[config.mk]
export PLATFORM = sky130hd
export DESIGN_NAME = unstripe_sched
export DESIGN_NICKNAME = d
export VERILOG_FILES = /design/src/rtl/unstripe_sched.sv
export SDC_FILE = /design/constraint.sdc
export NUM_CORES = 1
export LEC_CHECK = 0
export BUFFER_PORTS_ARGS = -buffer_cell sky130_fd_sc_hd__clkbuf_2
export CORE_MARGIN = 10
export CORE_UTILIZATION = 40
export CTS_CLUSTER_SIZE = 24
export DETAILED_ROUTE_END_ITERATION = 7
export PLACE_DENSITY = 0.61
export SLEW_MARGIN = 10
export SYNTH_ARGS = -nofsm -noshare
export SYNTH_HDL_FRONTEND = slang
export SYNTH_SLANG_ARGS = --single-unit
[constraint.sdc]
create_clock -name clk_2f -period 12.87 [get_ports clk_2f]
set_input_delay 1.9305 -clock clk_2f [delete_from_list [all_inputs] [get_ports clk_2f]]
set_output_delay 1.9305 -clock clk_2f [all_outputs]
set_load 0.005 [all_outputs]
[src/rtl/unstripe_sched.sv]
// unstripe_sched: two-lane receive-side merge. Each lane writes into its own
// small FIFO. The heads are popped in strict lane 0 / lane 1 order. Lane skew
// beyond MAX_SKEW stall cycles and writes into a full FIFO raise sticky flags.
module unstripe_sched #(
    parameter int DATA_W   = 32,
    parameter int DEPTH    = 4,
    parameter int MAX_SKEW = 8
) (
    input  logic              clk_2f,
    input  logic              reset,
    input  logic [DATA_W-1:0] lane_0,
    input  logic              valid_0,
    input  logic [DATA_W-1:0] lane_1,
    input  logic              valid_1,
    input  logic              clr_err,
    output logic [DATA_W-1:0] data_out,
    output logic              valid_out,
    output logic              sel_out,
    output logic              active,
    output logic              skew_err,
    output logic              ovf_err
);

    localparam int AW = (DEPTH > 2) ? $clog2(DEPTH) : 1;
    localparam int SW = $clog2(MAX_SKEW + 1);

    typedef enum logic [1:0] {IDLE, RUN, ERR} state_t;

    state_t state, state_nxt;

    logic              exp_lane;   // lane expected to supply the next word
    logic [SW-1:0]     skew_cnt;
    logic [SW-1:0]     skew_inc;

    logic [DATA_W-1:0] din  [2];
    logic [DATA_W-1:0] head [2];
    logic [1:0]        vin;
    logic [1:0]        empty;
    logic [1:0]        full;
    logic [1:0]        pop;
    logic [1:0]        wr_en;
    logic              both_empty;
    logic              pop_ok;
    logic              skew_hit;
    logic              ovf_hit;

    assign din[0] = lane_0;
    assign din[1] = lane_1;
    assign vin    = {valid_1, valid_0};

    // Per-lane FIFO. Pop reads only stored entries, so there is no bypass.
    for (genvar g = 0; g < 2; g++) begin : g_lane
        logic [DATA_W-1:0] mem [DEPTH];
        logic [AW-1:0]     wp;
        logic [AW-1:0]     rp;
        logic [AW:0]       cnt;

        // Storage and pointers; a skew event flushes both lanes together.
        always_ff @(posedge clk_2f) begin
            if (reset || skew_hit) begin
                wp  <= '0;
                rp  <= '0;
                cnt <= '0;
            end else begin
                if (wr_en[g]) begin
                    mem[wp] <= din[g];
                    wp      <= wp + 1'b1;
                end
                if (pop[g]) rp <= rp + 1'b1;
                cnt <= cnt + {{AW{1'b0}}, wr_en[g]} - {{AW{1'b0}}, pop[g]};
            end
        end

        assign empty[g] = (cnt == '0);
        assign full[g]  = (cnt == (AW+1)'(DEPTH));
        assign head[g]  = mem[rp];
    end

    // Pop, skew and write-acceptance decisions, all from registered state.
    always_comb begin
        both_empty = &empty;
        pop_ok     = (state != ERR) && !empty[exp_lane];
        pop        = '0;
        pop[exp_lane] = pop_ok;
        skew_inc   = skew_cnt + 1'b1;
        // Without a pop and with data somewhere, the other lane is holding data.
        skew_hit   = (state != ERR) && !pop_ok && !both_empty &&
                     (skew_inc == SW'(MAX_SKEW));
        wr_en      = '0;
        ovf_hit    = 1'b0;
        if (state != ERR && !skew_hit) begin
            for (int i = 0; i < 2; i++) begin
                if (vin[i]) begin
                    if (!full[i] || pop[i]) wr_en[i] = 1'b1;
                    else                    ovf_hit  = 1'b1;
                end
            end
        end
    end

    // State register.
    always_ff @(posedge clk_2f) begin
        if (reset) state <= IDLE;
        else       state <= state_nxt;
    end

    // Next-state: IDLE always begins with a lane-0 pop; ERR waits for quiet lanes.
    always_comb begin
        state_nxt = state;
        case (state)
            IDLE: begin
                if (skew_hit)    state_nxt = ERR;
                else if (pop_ok) state_nxt = RUN;
            end
            RUN: begin
                if (skew_hit)
                    state_nxt = ERR;
                else if (!exp_lane && both_empty && !valid_0 && !valid_1)
                    state_nxt = IDLE;
            end
            ERR: begin
                if (!valid_0 && !valid_1) state_nxt = IDLE;
            end
            default: state_nxt = IDLE;
        endcase
    end

    assign active = (state == RUN);

    // Output register, lane pointer, skew counter and sticky flags.
    always_ff @(posedge clk_2f) begin
        if (reset) begin
            data_out  <= '0;
            valid_out <= 1'b0;
            sel_out   <= 1'b0;
            exp_lane  <= 1'b0;
            skew_cnt  <= '0;
            skew_err  <= 1'b0;
            ovf_err   <= 1'b0;
        end else begin
            valid_out <= pop_ok;
            if (pop_ok) begin
                data_out <= head[exp_lane];
                sel_out  <= exp_lane;
                exp_lane <= ~exp_lane;
            end
            if (skew_hit) begin
                exp_lane <= 1'b0;
                skew_cnt <= '0;
            end else if (pop_ok || both_empty) begin
                skew_cnt <= '0;
            end else begin
                skew_cnt <= skew_inc;
            end
            // A new error on the clearing edge keeps the flag set.
            skew_err <= (skew_err & ~clr_err) | skew_hit;
            ovf_err  <= (ovf_err  & ~clr_err) | ovf_hit;
        end
    end

endmodule

[Word level (Yosys, flattened, before mapping)]
Memory sizes are Yosys's and may differ from the RTL's. A register that Yosys moved wholly into a read port is not among the register bits.
Cells that the tools add are included.
Word-level totals
  register bits after elaboration: 57
  memories kept: 2
  word-level logic and storage cells: 108
  memory bits (writable): 256
Cells by class
  eq/ne operators: 9
  bitwise gates (word level): 8
  mux-type cells: 33
  reduce and logical (&&, ||, !) cells: 30
  add/subtract/negate cells: 9
  order comparisons: 3
Memories
  g_lane[0].mem: depth 4, bits a word 32, rd ports 1, clocked after Yosys merged registers in 1, write ports 1, line 53  | logic [DATA_W-1:0] mem [DEPTH];
  g_lane[1].mem: depth 4, bits a word 32, rd ports 1, clocked after Yosys merged registers in 1, write ports 1, line 53
Operators with widths (count)
  32-bit two-way mux: 3
  2-bit two-way mux: 10
  1-bit two-way mux: 18
  1-bit logical AND: 10
  1-bit logical NOT: 9
  2-bit by 1-bit adder with 2-bit output (second input constant): 4
  3-bit by 1-bit adder with 3-bit output: 2
  3-bit == test (second input constant): 2
  3-bit logical NOT: 2
  2-bit one-hot mux with 3 select lines: 1
  3-bit by 1-bit subtractor with 3-bit output: 2
  4-bit by 1-bit adder with 4-bit output (second input constant): 1
  4-bit == test (second input constant): 1
  1-bit logical OR: 4
  2-bit inequality test (second input constant): 2
  3-bit by 1-bit inequality test with 1-bit output (second input constant): 1
  3-bit inequality test (second input constant): 1
  3-bit AND reduction: 1
  3-bit OR reduction: 1
  1-bit bitwise AND: 2
  2-bit bitwise AND: 1
  2-bit by 1-bit == test with 1-bit output (second input constant): 1
  2-bit == test (second input constant): 1
  2-bit >= comparator (second input constant): 1
  other kinds (9): 11

[Longest topological paths before layout]
  depth after elaboration: 15
  gate-level depth with buffers: 12
  mapped depth without buffers: 11

[Worst setup path before layout]
Ideal clock, no wire load.
  path type: input -> register
  start point: input port reset
  end point: memory g_lane[1].mem[2][0], enable pin
  library setup time: 0.513 ns
  arrival time: 5.746 ns
  stages on the path: 3
  data required time: 12.357 ns
  setup slack: 6.610 ns
  cell sequence: clkbuf_1 > clkbuf_1 > nor4b_1
Between the ends
  longest elaborated chain between the ends: 3
RTL lines
  start, declared: line 10  | input logic reset,
  1-bit logical OR: line 60  | if (reset || skew_hit) begin
  1-bit two-way mux: line 60
  1-bit two-way mux (implied by the code): line 66  | mem[wp] <= din[g];
  end, declared: line 53
No other way between the ends.

[Worst setup path in the final report]
  start point: register exp_lane
  end point: register g_lane[0].cnt[1]
Between the ends
  longest elaborated chain between the ends: 13
RTL lines
  start, declared: line 31  | logic exp_lane;
  start signal, assigned: line 145  | exp_lane <= ~exp_lane;
  parallel branches: the longest is 10 deep, another holds 1-bit by 2-bit less-than comparator with 1-bit output
  2-bit two-way mux (*): line 91  | if (state != ERR && !skew_hit) begin
  via wr_en[0]: line 41  | logic [1:0] wr_en;
  3-bit by 1-bit adder with 3-bit output (*): line 70  | cnt <= cnt + {{AW{1'b0}}, wr_en[g]} - {{AW{1'b0}}, pop[g]};
  3-bit by 1-bit subtractor with 3-bit output (*): line 70
  end signal, assigned: line 70
  end, declared: line 56  | logic [AW:0] cnt;
Mark *: on every way through the listed nets, which the timed path passes. The select of a mux whose other input is x is not followed.
A chain may end at the register's enable or synchronous reset.

==> impl_metrics.tcl <==
set metrics [dict create \
    ant_nets 0 \
    avgViaCountPerCell 5.228 \
    grt.total_usage 0.1414 \
    outcome "finished, final reports clean" \
    drtPass1Iterations 5 \
    synth-seq-cells 317 \
    fin_crit_sh 0.2642 \
    final.setup.tns_ns 0 \
    hold_violations 0 \
    worstPathArrival_ns 3.80 \
    syn_avg_cell_area_um2 18.99 \
    chipHeight_um 193.5 \
    seq_area_frac_synth 0.7399 \
    maxSlewViolCount 0 \
    power_frac_seq 0.443 \
    p_clk_frac 0.330 \
    grt_remaining_overflow 0 \
    finalSetupViolCount 0 \
    p_sw_frac 0.2817 \
    num_antenna_cells 0 \
    postCtsSetupRepairBufs 0 \
    syn-num-nets 719 \
    die_w_um 193.5 \
    cp_max_fo 45 \
    yosysWarnings 0 \
    finalClockSkew_ns 0.02712 \
    path_cells "buf_4, nand3_1, a211oi_4, buf_4, nor2b_1, ha_1, inv_1, fa_1, nor3_1" \
    ys_async_sr_fraction 0 \
    rows 63 \
    wire_per_inst_um 22.77 \
    critPathLaunchType "flop" \
    power_density_nw_per_um2 206.3 \
    synth_edf_count 256 \
    cts.sinks 317 \
    dr.first_iter.drc_count 442 \
    dpl_worst_slack_ns 9.007 \
    slowest_stage "a211oi_4" \
    slew_headroom 0.3525 \
    cp-end-kind "flop" \
    ys_types 40 \
    fin_cells 1176 \
    switching_power_uw 826.7 \
    rsz0062_at_grt "false" \
    placed_cells 1111 \
    cpPeakStageDelay_ns 0.73 \
    syn_inst 634 \
    start_util 0.4062 \
    die_area_um2 37440 \
    port-buffer-count 105 \
    worstSetupPathType "reg2reg" \
    ctsHoldBuffers 0 \
    fin_crit_ns 3.400 \
    irDropWorstVdd_v 0.0001151 \
    p_int_uw 2108 \
    cts_resized 0 \
    drc 0 \
    clock-root-buffer "clkbuf_16" \
    reg2reg_depth 9 \
    hp-class "reg2reg" \
    clk_latency_ns 0.52 \
    clk_pin_slew_ns 0.06 \
    cpMostUsedCell "buf_4" \
    cts_buffers 35 \
    worst_slack_ns 9.470 \
    post_route_cells_drive_above_1_share 0.3270 \
    tightest_slew_ns 0.9713 \
    cts_max_level 2 \
    combPwrFrac 0.227 \
    hpwlAfterDp_um 17000 \
    io_pins 106 \
    routed-via-count 6148 \
    cts_tree "done" \
    drv_cap 0 \
    syn2layout_area_growth_pct 18.15 \
    clock_path_buffers 3 \
    max_freq_ghz 0.2941 \
    gp_congestion 0.7514 \
    first_global_vias 6724 \
    hold_depth 2 \
    grt_pass1_wl_um 41370 \
    synth-main-ff-cell "edfxtp_1" \
    cp.required_ns 13.27 \
    netlist_area_um2 12040 \
    leakage_uw 0.004839 \
    num-nets-final 844 \
    antenna_found_initial 0 \
    grt_max_degree 46 \
    power_uw 2935 \
    drt_wl_total_um 26770 \
    coreArea_um2 29640 \
]
==> stage by stage <==
| stage | hold slack, ns | cell area (um^2) | utilization |
|---|---|---|---|
| 6_report | 0.4732 | 14230 | 0.4800 |
| 5_1_grt | 0.5228 | 14230 | 0.4800 |
| 4_1_cts | 0.4810 | 14210 | 0.4795 |
| 3_5_place_dp | 0.4728 | 13080 | 0.4414 |
| 3_3_place_gp | 0.4685 | 13080 | 0.4414 |
| 2_1_floorplan | 0.4527 | 12040 | - |
==> critical path, delay by kind of cell, from the launching register on <==
| family | cells | cell delay [ns] |
|---|---|---|
| buffers and inverters | 3 | 1.07 |
| and+or+nand+nor | 3 | 0.57 |
| adders and majority gates | 2 | 0.61 |
| DFF | 1 | 0.31 |
| AOI/OAI and AO/OA | 1 | 0.73 |
==> flip-flops by register name, indices dropped and copies added, names as in the netlist, named ones only <==
name	flops
state	2
data_out	32
skew_cnt	4
valid_out	1
g_lane.rp	4
ovf_err	1
exp_lane	1
g_lane.wp	4
g_lane.cnt	6
g_lane.mem	256
skew_err	1
sel_out	1
==> layout by cell type (no fill, tap or decap), types with 3 or more instances in the layout <==
master       n
a21oi_1     34
buf_4       18
clkbuf_1    13
clkbuf_16   36
clkbuf_2   105
clkbuf_8     3
clkinv_2     3
dfxtp_1     56
dfxtp_2      5
edfxtp_1   256
ha_1        14
inv_1       13
mux2i_1     34
mux4_2      64
nand2_1      6
nand3_1      4
nor2_1       4
nor2b_1      4
nor3_1      20
nor3_2       4
nor4_1       3
nor4b_2      4
o21ai_0     35
xnor2_1      7
xor2_1       5
==> final cells by class <==
type / count / area, um^2
fillers: 2520 / 15410
flip-flops and latches: 317 / 8915
multi-input cells: 268 / 2972
clock buffers: 52 / 991.0
repair buffers: 124 / 675.6
well taps: 390 / 488.0
clock inverters: 12 / 136.4
inverters: 13 / 48.80
==> path summary, 6_finish.rpt <==
check	start	endpoint	slack, ns
max	exp_lane$_SDFFE_PP0N_	g_lane[0].cnt[1]$_SDFF_PP0_	9.47
min	sel_out$_SDFFE_PP0N_	sel_out$_SDFFE_PP0N_	0.47
max reg2reg	exp_lane$_SDFFE_PP0N_	g_lane[0].cnt[1]$_SDFF_PP0_	9.47
min reg2reg	sel_out$_SDFFE_PP0N_	sel_out$_SDFFE_PP0N_	0.47
==> Yosys cell counts (4+ instances only) <==
| cell | instances | area, um^2 |
|---|---|---|
| a21oi_1 | 34 | 170.2 |
| buf_2 | 8 | 40.04 |
| clkbuf_1 | 22 | 82.58 |
| dfxtp_1 | 61 | 1221 |
| edfxtp_1 | 256 | 7687 |
| ha_1 | 14 | 175.2 |
| inv_1 | 13 | 48.80 |
| mux2i_1 | 34 | 340.3 |
| mux4_2 | 64 | 1441 |
| nand2_1 | 6 | 22.52 |
| nand3_1 | 4 | 20.02 |
| nor2_1 | 4 | 15.01 |
| nor2b_1 | 4 | 25.02 |
| nor3_1 | 24 | 120.1 |
| nor4b_1 | 6 | 52.55 |
| o21ai_0 | 35 | 175.2 |
| xnor2_1 | 7 | 61.31 |
| xor2_1 | 5 | 43.79 |
==> power by group through the flow <==
stage / registers [uW] / logic (uW) / clock network, uW
6_report: 1300 / 666 / 968
5_1_grt: 1310 / 737 / 1030
4_1_cts: 1300 / 676 / 992
3_5_place_dp: 1320 / 673 / 0
3_3_place_gp: 1320 / 648 / 0
2_1_floorplan: 1290 / 474 / 0
==> cells by family (layout without fill, tap and decap cells) <==
| kind of cell | count (synthesis) | count (layout) | synth area share |
|---|---|---|---|
| buffers and inverters | 49 | 201 | 0.01767 |
| adder cells (fa/ha/maj) | 16 | 16 | 0.01787 |
| multiplexers | 98 | 98 | 0.1480 |
| XOR/XNOR | 12 | 12 | 0.008729 |
| AO/OA/AOI/OAI | 78 | 78 | 0.03627 |
| flip-flops | 317 | 317 | 0.7399 |
| AND/OR/NAND/NOR | 64 | 64 | 0.03159 |
==> layer usage <==
metal  vias to the layer above  part of all wire  track usage
met4                         0             0.022      0.04206
met1                      3143              0.43       0.1768
met5                         -                 0            0
met3                        42             0.044      0.02697
li1                       2800                 -            -
met2                       163              0.51       0.2435
Note: power is estimated with default switching activity, not from simulation.
